--- src/rtl/dcache_pkg.sv ---
// rtl/dcache_pkg.sv - shared widths, address-field constants and FSM state type for the data cache
package dcache_pkg;

  localparam int ADDR_W         = 32;
  localparam int WORD_W         = 32;
  localparam int OFF_W          = 5;
  localparam int LINE_W         = 256;
  localparam int WORDS_PER_LINE = LINE_W / WORD_W;
  localparam int WSEL_W         = OFF_W - 2;

  typedef enum logic [1:0] {
    IDLE      = 2'd0,
    WRITEBACK = 2'd1,
    ALLOCATE  = 2'd2
  } state_e;

  function automatic int tag_width(input int idx_w);
    return ADDR_W - idx_w - OFF_W;
  endfunction

endpackage

--- src/rtl/dcache_sram.sv ---
// rtl/dcache_sram.sv - tag/valid/dirty/data line storage, async read, sync write with word enables
module dcache_sram
  import dcache_pkg::*;
#(
  parameter int NUM_LINES = 16,
  parameter int IDX_W     = $clog2(NUM_LINES),
  parameter int TAG_W     = tag_width(IDX_W)
) (
  input  logic                      clk_i,
  input  logic                      rst_i,
  input  logic [IDX_W-1:0]          idx_i,
  output logic                      valid_o,
  output logic                      dirty_o,
  output logic [TAG_W-1:0]          tag_o,
  output logic [LINE_W-1:0]         line_o,
  input  logic                      line_we_i,
  input  logic [TAG_W-1:0]          tag_i,
  input  logic [WORDS_PER_LINE-1:0] word_en_i,
  input  logic [LINE_W-1:0]         wdata_i
);

  logic [NUM_LINES-1:0] valid_q, valid_d;
  logic [NUM_LINES-1:0] dirty_q, dirty_d;
  logic [TAG_W-1:0]     tag_q  [NUM_LINES];
  logic [LINE_W-1:0]    data_q [NUM_LINES];

  assign valid_o = valid_q[idx_i];
  assign dirty_o = dirty_q[idx_i];
  assign tag_o   = tag_q[idx_i];
  assign line_o  = data_q[idx_i];

  // A line fill leaves the line clean; a partial word write marks it dirty.
  always_comb begin
    valid_d = valid_q;
    dirty_d = dirty_q;
    if (line_we_i) begin
      valid_d[idx_i] = 1'b1;
      dirty_d[idx_i] = 1'b0;
    end else if (|word_en_i) begin
      dirty_d[idx_i] = 1'b1;
    end
  end

  always_ff @(posedge clk_i) begin
    if (rst_i) begin
      valid_q <= '0;
      dirty_q <= '0;
    end else begin
      valid_q <= valid_d;
      dirty_q <= dirty_d;
    end
  end

  always_ff @(posedge clk_i) begin
    if (line_we_i) begin
      tag_q[idx_i] <= tag_i;
    end
  end

  always_ff @(posedge clk_i) begin
    for (int w = 0; w < WORDS_PER_LINE; w++) begin
      if (word_en_i[w]) begin
        data_q[idx_i][w*WORD_W +: WORD_W] <= wdata_i[w*WORD_W +: WORD_W];
      end
    end
  end

endmodule

--- src/rtl/dcache_ctrl.sv ---
// rtl/dcache_ctrl.sv - direct-mapped write-back/write-allocate data cache controller
// Optional DCACHE_STATS_EN adds access and miss counters.
module dcache_ctrl
  import dcache_pkg::*;
#(
  parameter int NUM_LINES  = 16,
  parameter int LINE_BYTES = 32
) (
  input  logic              clk_i,
  input  logic              rst_i,
  input  logic              cpu_req_i,
  input  logic              cpu_we_i,
  input  logic [31:0]       cpu_addr_i,
  input  logic [31:0]       cpu_data_i,
  output logic [31:0]       cpu_data_o,
  output logic              cpu_stall_o,
  output logic              mem_req_o,
  output logic              mem_we_o,
  output logic [31:0]       mem_addr_o,
  output logic [LINE_W-1:0] mem_data_o,
  input  logic [LINE_W-1:0] mem_data_i,
  input  logic              mem_ack_i
`ifdef DCACHE_STATS_EN
  ,
  output logic [31:0]       access_cnt_o,
  output logic [31:0]       miss_cnt_o
`endif
);

  localparam int IDX_W      = $clog2(NUM_LINES);
  localparam int TAG_W      = tag_width(IDX_W);
  localparam int LINE_WORDS = LINE_BYTES * 8 / WORD_W;

  state_e state_q, state_d;

  logic [TAG_W-1:0]      cpu_tag;
  logic [IDX_W-1:0]      cpu_idx;
  logic [WSEL_W-1:0]     cpu_wsel;
  logic                  unused_addr_bits;

  logic                  line_valid;
  logic                  line_dirty;
  logic [TAG_W-1:0]      line_tag;
  logic [LINE_W-1:0]     line_data;
  logic                  line_we;
  logic [LINE_WORDS-1:0] word_en;
  logic [LINE_W-1:0]     sram_wdata;

  logic                  hit;
  logic                  miss;

  assign cpu_tag          = cpu_addr_i[ADDR_W-1 -: TAG_W];
  assign cpu_idx          = cpu_addr_i[OFF_W +: IDX_W];
  assign cpu_wsel         = cpu_addr_i[2 +: WSEL_W];
  assign unused_addr_bits = ^cpu_addr_i[1:0];

  assign hit  = cpu_req_i & line_valid & (line_tag == cpu_tag);
  assign miss = cpu_req_i & ~hit;

  // The held request always points at the line under service, so one index port suffices.
  assign sram_wdata = line_we ? mem_data_i : {WORDS_PER_LINE{cpu_data_i}};

  dcache_sram #(
    .NUM_LINES (NUM_LINES),
    .IDX_W     (IDX_W),
    .TAG_W     (TAG_W)
  ) u_sram (
    .clk_i     (clk_i),
    .rst_i     (rst_i),
    .idx_i     (cpu_idx),
    .valid_o   (line_valid),
    .dirty_o   (line_dirty),
    .tag_o     (line_tag),
    .line_o    (line_data),
    .line_we_i (line_we),
    .tag_i     (cpu_tag),
    .word_en_i (word_en),
    .wdata_i   (sram_wdata)
  );

  always_ff @(posedge clk_i) begin
    if (rst_i) begin
      state_q <= IDLE;
    end else begin
      state_q <= state_d;
    end
  end

  always_comb begin
    state_d = state_q;
    unique case (state_q)
      IDLE:      if (miss) state_d = line_dirty ? WRITEBACK : ALLOCATE;
      WRITEBACK: if (mem_ack_i) state_d = ALLOCATE;
      ALLOCATE:  if (mem_ack_i) state_d = IDLE;
      default:   state_d = IDLE;
    endcase
  end

  // Everything is forced quiet while reset is held, whatever the state register still says.
  always_comb begin
    cpu_data_o  = '0;
    cpu_stall_o = 1'b0;
    mem_req_o   = 1'b0;
    mem_we_o    = 1'b0;
    mem_addr_o  = '0;
    mem_data_o  = '0;
    line_we     = 1'b0;
    word_en     = '0;
    if (!rst_i) begin
      unique case (state_q)
        IDLE: begin
          cpu_stall_o = miss;
          if (hit && !cpu_we_i) cpu_data_o = line_data[cpu_wsel*WORD_W +: WORD_W];
          if (hit && cpu_we_i) word_en[cpu_wsel] = 1'b1;
        end
        WRITEBACK: begin
          cpu_stall_o = 1'b1;
          mem_req_o   = 1'b1;
          mem_we_o    = 1'b1;
          mem_addr_o  = {line_tag, cpu_idx, {OFF_W{1'b0}}};
          mem_data_o  = line_data;
        end
        ALLOCATE: begin
          cpu_stall_o = 1'b1;
          mem_req_o   = 1'b1;
          mem_addr_o  = {cpu_tag, cpu_idx, {OFF_W{1'b0}}};
          if (mem_ack_i) begin
            line_we = 1'b1;
            word_en = '1;
          end
        end
        default: cpu_stall_o = 1'b1;
      endcase
    end
  end

`ifdef DCACHE_STATS_EN
  logic [31:0] access_q, access_d;
  logic [31:0] miss_q, miss_d;

  always_comb begin
    access_d = access_q;
    miss_d   = miss_q;
    if (cpu_req_i && !cpu_stall_o) access_d = access_q + 32'd1;
    if (state_q == IDLE && state_d != IDLE) miss_d = miss_q + 32'd1;
  end

  always_ff @(posedge clk_i) begin
    if (rst_i) begin
      access_q <= '0;
      miss_q   <= '0;
    end else begin
      access_q <= access_d;
      miss_q   <= miss_d;
    end
  end

  assign access_cnt_o = access_q;
  assign miss_cnt_o   = miss_q;
`endif

endmodule

--- config.mk ---
export PLATFORM = sky130hd
export DESIGN_NAME = dcache_ctrl
export DESIGN_NICKNAME = d
export VERILOG_FILES = /design/src/rtl/dcache_pkg.sv /design/src/rtl/dcache_sram.sv /design/src/rtl/dcache_ctrl.sv
export SDC_FILE = /design/constraint.sdc
export NUM_CORES = 2
export LEC_CHECK = 0
export BUFFER_PORTS_ARGS = -buffer_cell sky130_fd_sc_hd__buf_2
export CAP_MARGIN = 20
export CORE_UTILIZATION = 65
export CTS_CLUSTER_SIZE = 16
export DETAILED_ROUTE_END_ITERATION = 8
export PLACE_DENSITY_LB_ADDON = 0.15
export SLEW_MARGIN = 15
export SYNTH_ARGS = -nofsm -noshare
export SYNTH_HDL_FRONTEND = slang
export SYNTH_MEMORY_MAX_BITS = 65536
export SYNTH_SLANG_ARGS = --single-unit
--- constraint.sdc ---
create_clock -name clk_i -period 13.84 [get_ports clk_i]
set_input_delay 2.768 -clock clk_i [delete_from_list [all_inputs] [get_ports clk_i]]
set_output_delay 2.768 -clock clk_i [all_outputs]
set_load 0.02 [all_outputs]
==> flow_metrics.env <==
export IMPL_timing_critical_path_max_delay_family="buffers and inverters"
export IMPL_r2r_setup_slk_ns=7.71
export IMPL_max_freq_mhz=96.2
export IMPL_period_share_pct=75.1
export IMPL_cts_max_level=5
export IMPL_final_cell_area_mm2=0.200
export IMPL_timing_clock_skew_ns=0.0469
export IMPL_cts_buffer_depth=4
export IMPL_crit_path_start_kind="input port"
export IMPL_synth_async_reset_ratio_pct=0
export IMPL_die_width_um=525
export IMPL_timing_critical_path_slowest_stage_cell="mux4_2"
export IMPL_postPlaceCellArea_mm2=0.187
export IMPL_holdCritPathClass="flip-flop to flip-flop"
export IMPL_gp_congestion=0.930
export IMPL_setup_worst_path_end_class="primary output"
export IMPL_grt_pass1_wl_um=724000
export IMPL_number_of_filler_cells_placed_in_the_layout=14363
export IMPL_netlist_area_leader_share_pct=75.5
export IMPL_m1WireLength_um=173000
export IMPL_run_status="complete, no violations"
export IMPL_p_per_area_mw_per_mm2=143
export IMPL_synth_area_top_cells="edfxtp_1 (76%), mux4_2 (18%), a21o_1 (1.1%)"
export IMPL_routed_wire_length_per_instance_um=42.7
export IMPL_dr_pass1_iters=8
export IMPL_avgSynthCellArea_um2=23.1
export IMPL_post_synth_instance_area_mm2=0.177
export IMPL_synth_main_ff_cell="edfxtp_1"
export IMPL_setup_repair_after_global_routing_missed_its_margin="no"
export IMPL_port_buffers=640
export IMPL_design_portCount=648
export IMPL_setup_viol_count_final=0
export IMPL_vias_per_cell=7.39
export IMPL_clock_insertion_delay_worst_skew_ns=0.98
export IMPL_slew_headroom_pct=17.4
export IMPL_synthMostInstantiatedCell="edfxtp_1"
export IMPL_route_detailed_drc=0
export IMPL_drive_above_1_share_pct=35.0
export IMPL_dr_total_vias=92847
export IMPL_routed_wl_met2_um=246000
export IMPL_synth_cell_type_count=69
export IMPL_highest_layer="met5"
export IMPL_report_final_slew_viol_count=0
export IMPL_detailed_place_hpwl_um=296000
export IMPL_cts_made_buffers=432
export IMPL_postCtsSetupBuffers=0
export IMPL_synth_yosys_seq_area_share_pct=75.9
export IMPL_detailedRoute_firstIterationViolations=15900
export IMPL_crit_fanout=110
export IMPL_synth_yosys_warnings=0
export IMPL_ctsHoldBuffers=0
export IMPL_cp_num_buf_inv=5
export IMPL_timing_worst_setup_path_type="input port to primary output"
export IMPL_clkTransAtPathRegs_ns=0.06
export IMPL_path_cells="buf_12, buf_12, buf_12, buf_4, mux4_2, mux4_2, mux4_2, mux2i_1, nor3_1, buf_2"
export IMPL_max_cap_viol_count=0
export IMPL_cts_tree="built"
export IMPL_static_leakage_power_nw=64.8
export IMPL_grt_pass1_vias=90841
export IMPL_die_area_mm2=0.275
export IMPL_met3RoutedLength_um=78900
export IMPL_number_of_enable_type_register_cells_in_the_synthesized_netlist=4464
export IMPL_critical_path_arrival_ns=7.63
export IMPL_std_cell_rows=191
export IMPL_num_nets_final=8824
export IMPL_cell_type_with_the_highest_aggregate_area_in_the_netlist="edfxtp_1"
export IMPL_resized_after_cts=0
export IMPL_final_number_of_hold_violating_endpoints=0
export IMPL_yosys_register_bits=4498
export IMPL_finalSetupTns_ns=0
export IMPL_cp_required_ns=11.07
export IMPL_final_antenna_net_count=0
export IMPL_worst_pin_slew_ns=1.24
export IMPL_grt_ovfl_total=0
export IMPL_vdd_ir_drop_max_mv=0.133
export IMPL_starting_density_of_the_core_pct=65.4
export IMPL_cts_root_buffer_cell="clkbuf_16"
export IMPL_critical_path_max_stage_delay_ns=0.61
export IMPL_final_period_minus_worst_setup_slack_ns=10.40
export IMPL_detail_route_wirelength_um=536000
export IMPL_synth_common_cells="edfxtp_1 (4,464), mux4_2 (1,417), clkbuf_1 (341)"
export IMPL_groute_usage_overall_pct=39.1
export IMPL_area_inside_the_core_boundary_mm2=0.271
export IMPL_die_height_um=525
export IMPL_number_of_antenna_violations_at_the_first_check_in_global_routing=108
export IMPL_area_growth_synth_to_final_pct=12.9
export IMPL_synthesis_instances=7671
export IMPL_cts_num_sinks=4498
export IMPL_grt_start_max_net_pins=258
## cells by family after synthesis
logic type,after synthesis,synth area share [%]
xor gates and xnor gates,21,0.104
muxes,1547,18.8
AOI/OAI and AO/OA,534,2.15
and+or+nand+nor,515,1.64
DFF,4498,75.9
adders and majority gates,3,0.0212
other,1,0.00211
buffers and inverters,552,1.32
## where the power goes
| group | switching, mW | internal [mW] |
|---|---|---|
| registers | 0.0154 | 15.2 |
| clock network | 5.01 | 6.35 |
| logic | 1.45 | 0.631 |
## registers in the layout (all words and copies together) (netlist names), named ones only
name            count
u_sram.valid_q     16
state_q             2
u_sram.data_q    4096
u_sram.tag_q      368
## routing by layer
layer	vias up	global-route usage (%)
li1	34592	-
met1	48342	50.4
met2	8486	56.5
met3	1397	14.0
met4	30	26.7
met5	-	0
## per-stage QoR
stage / cells / utilization, % / hold slack [ns] / power (mW) / worst slack, ns
after detailed placement: 11630 / 68.8 / 0.443 / 17.5 / 3.51
after floorplan: 7675 / - / 0.431 / 16.6 / 4.85
final: 12557 / 73.9 / 0.462 / 28.7 / 3.44
after global placement: 11629 / 68.8 / 0.443 / 17.5 / 3.51
after global routing: 12461 / 73.8 / 0.478 / 29.2 / 3.27
after CTS: 12416 / 73.8 / 0.456 / 28.6 / 3.49
## layout make-up
| type | count | area, µm² | area share (%) |
|---|---|---|---|
| Clock buffer | 550 | 11600 | 5.76 |
| Timing Repair Buffer | 888 | 5370 | 2.68 |
| Tap cell | 3570 | 4470 | 2.23 |
| Inverter | 51 | 199 | 0.0993 |
| Multi-Input combinational cell | 2625 | 41900 | 20.9 |
| Antenna cell | 139 | 348 | 0.174 |
| Sequential cell | 4498 | 135000 | 67.2 |
| Clock inverter | 236 | 1820 | 0.909 |
## worst min-delay path, cell delays in order, from the launching register on
cell and delay (ns):
dfxtp_1 0.31, inv_1 0.05, a211oi_1 0.05
## cell usage in the layout, fill, tap and decap left out, drive strengths merged, types with 9 or more instances in the layout
cell and n:
edfxtp 4464, mux4 1430, buf 888, clkbuf 550
and2 291, a21o 256, clkinv 194, a21oi 143
diode 139, mux2i 96, nand2 60, inv 59
nor2 52, nor3 40, dfxtp 34, bufinv 26
a22oi 25, mux2 21, a211oi 19, o22ai 18
nand4 17, o21ai 16, nand3 15, xnor2 12
nor2b 11, xor2 9
## final timing paths
path | startpoint | to | cells past startpoint
setup / recovery | cpu_addr_i[5] | cpu_data_o[24] | 10
hold / removal | flip-flop | flip-flop | 2
setup reg to reg | u_sram.tag_q[12][9]$_DFFE_PP_ | u_sram.data_q[10][214]$_DFFE_PP_ | 9
hold reg to reg | flip-flop | flip-flop | 2
Power figures use the tool's default switching activity.
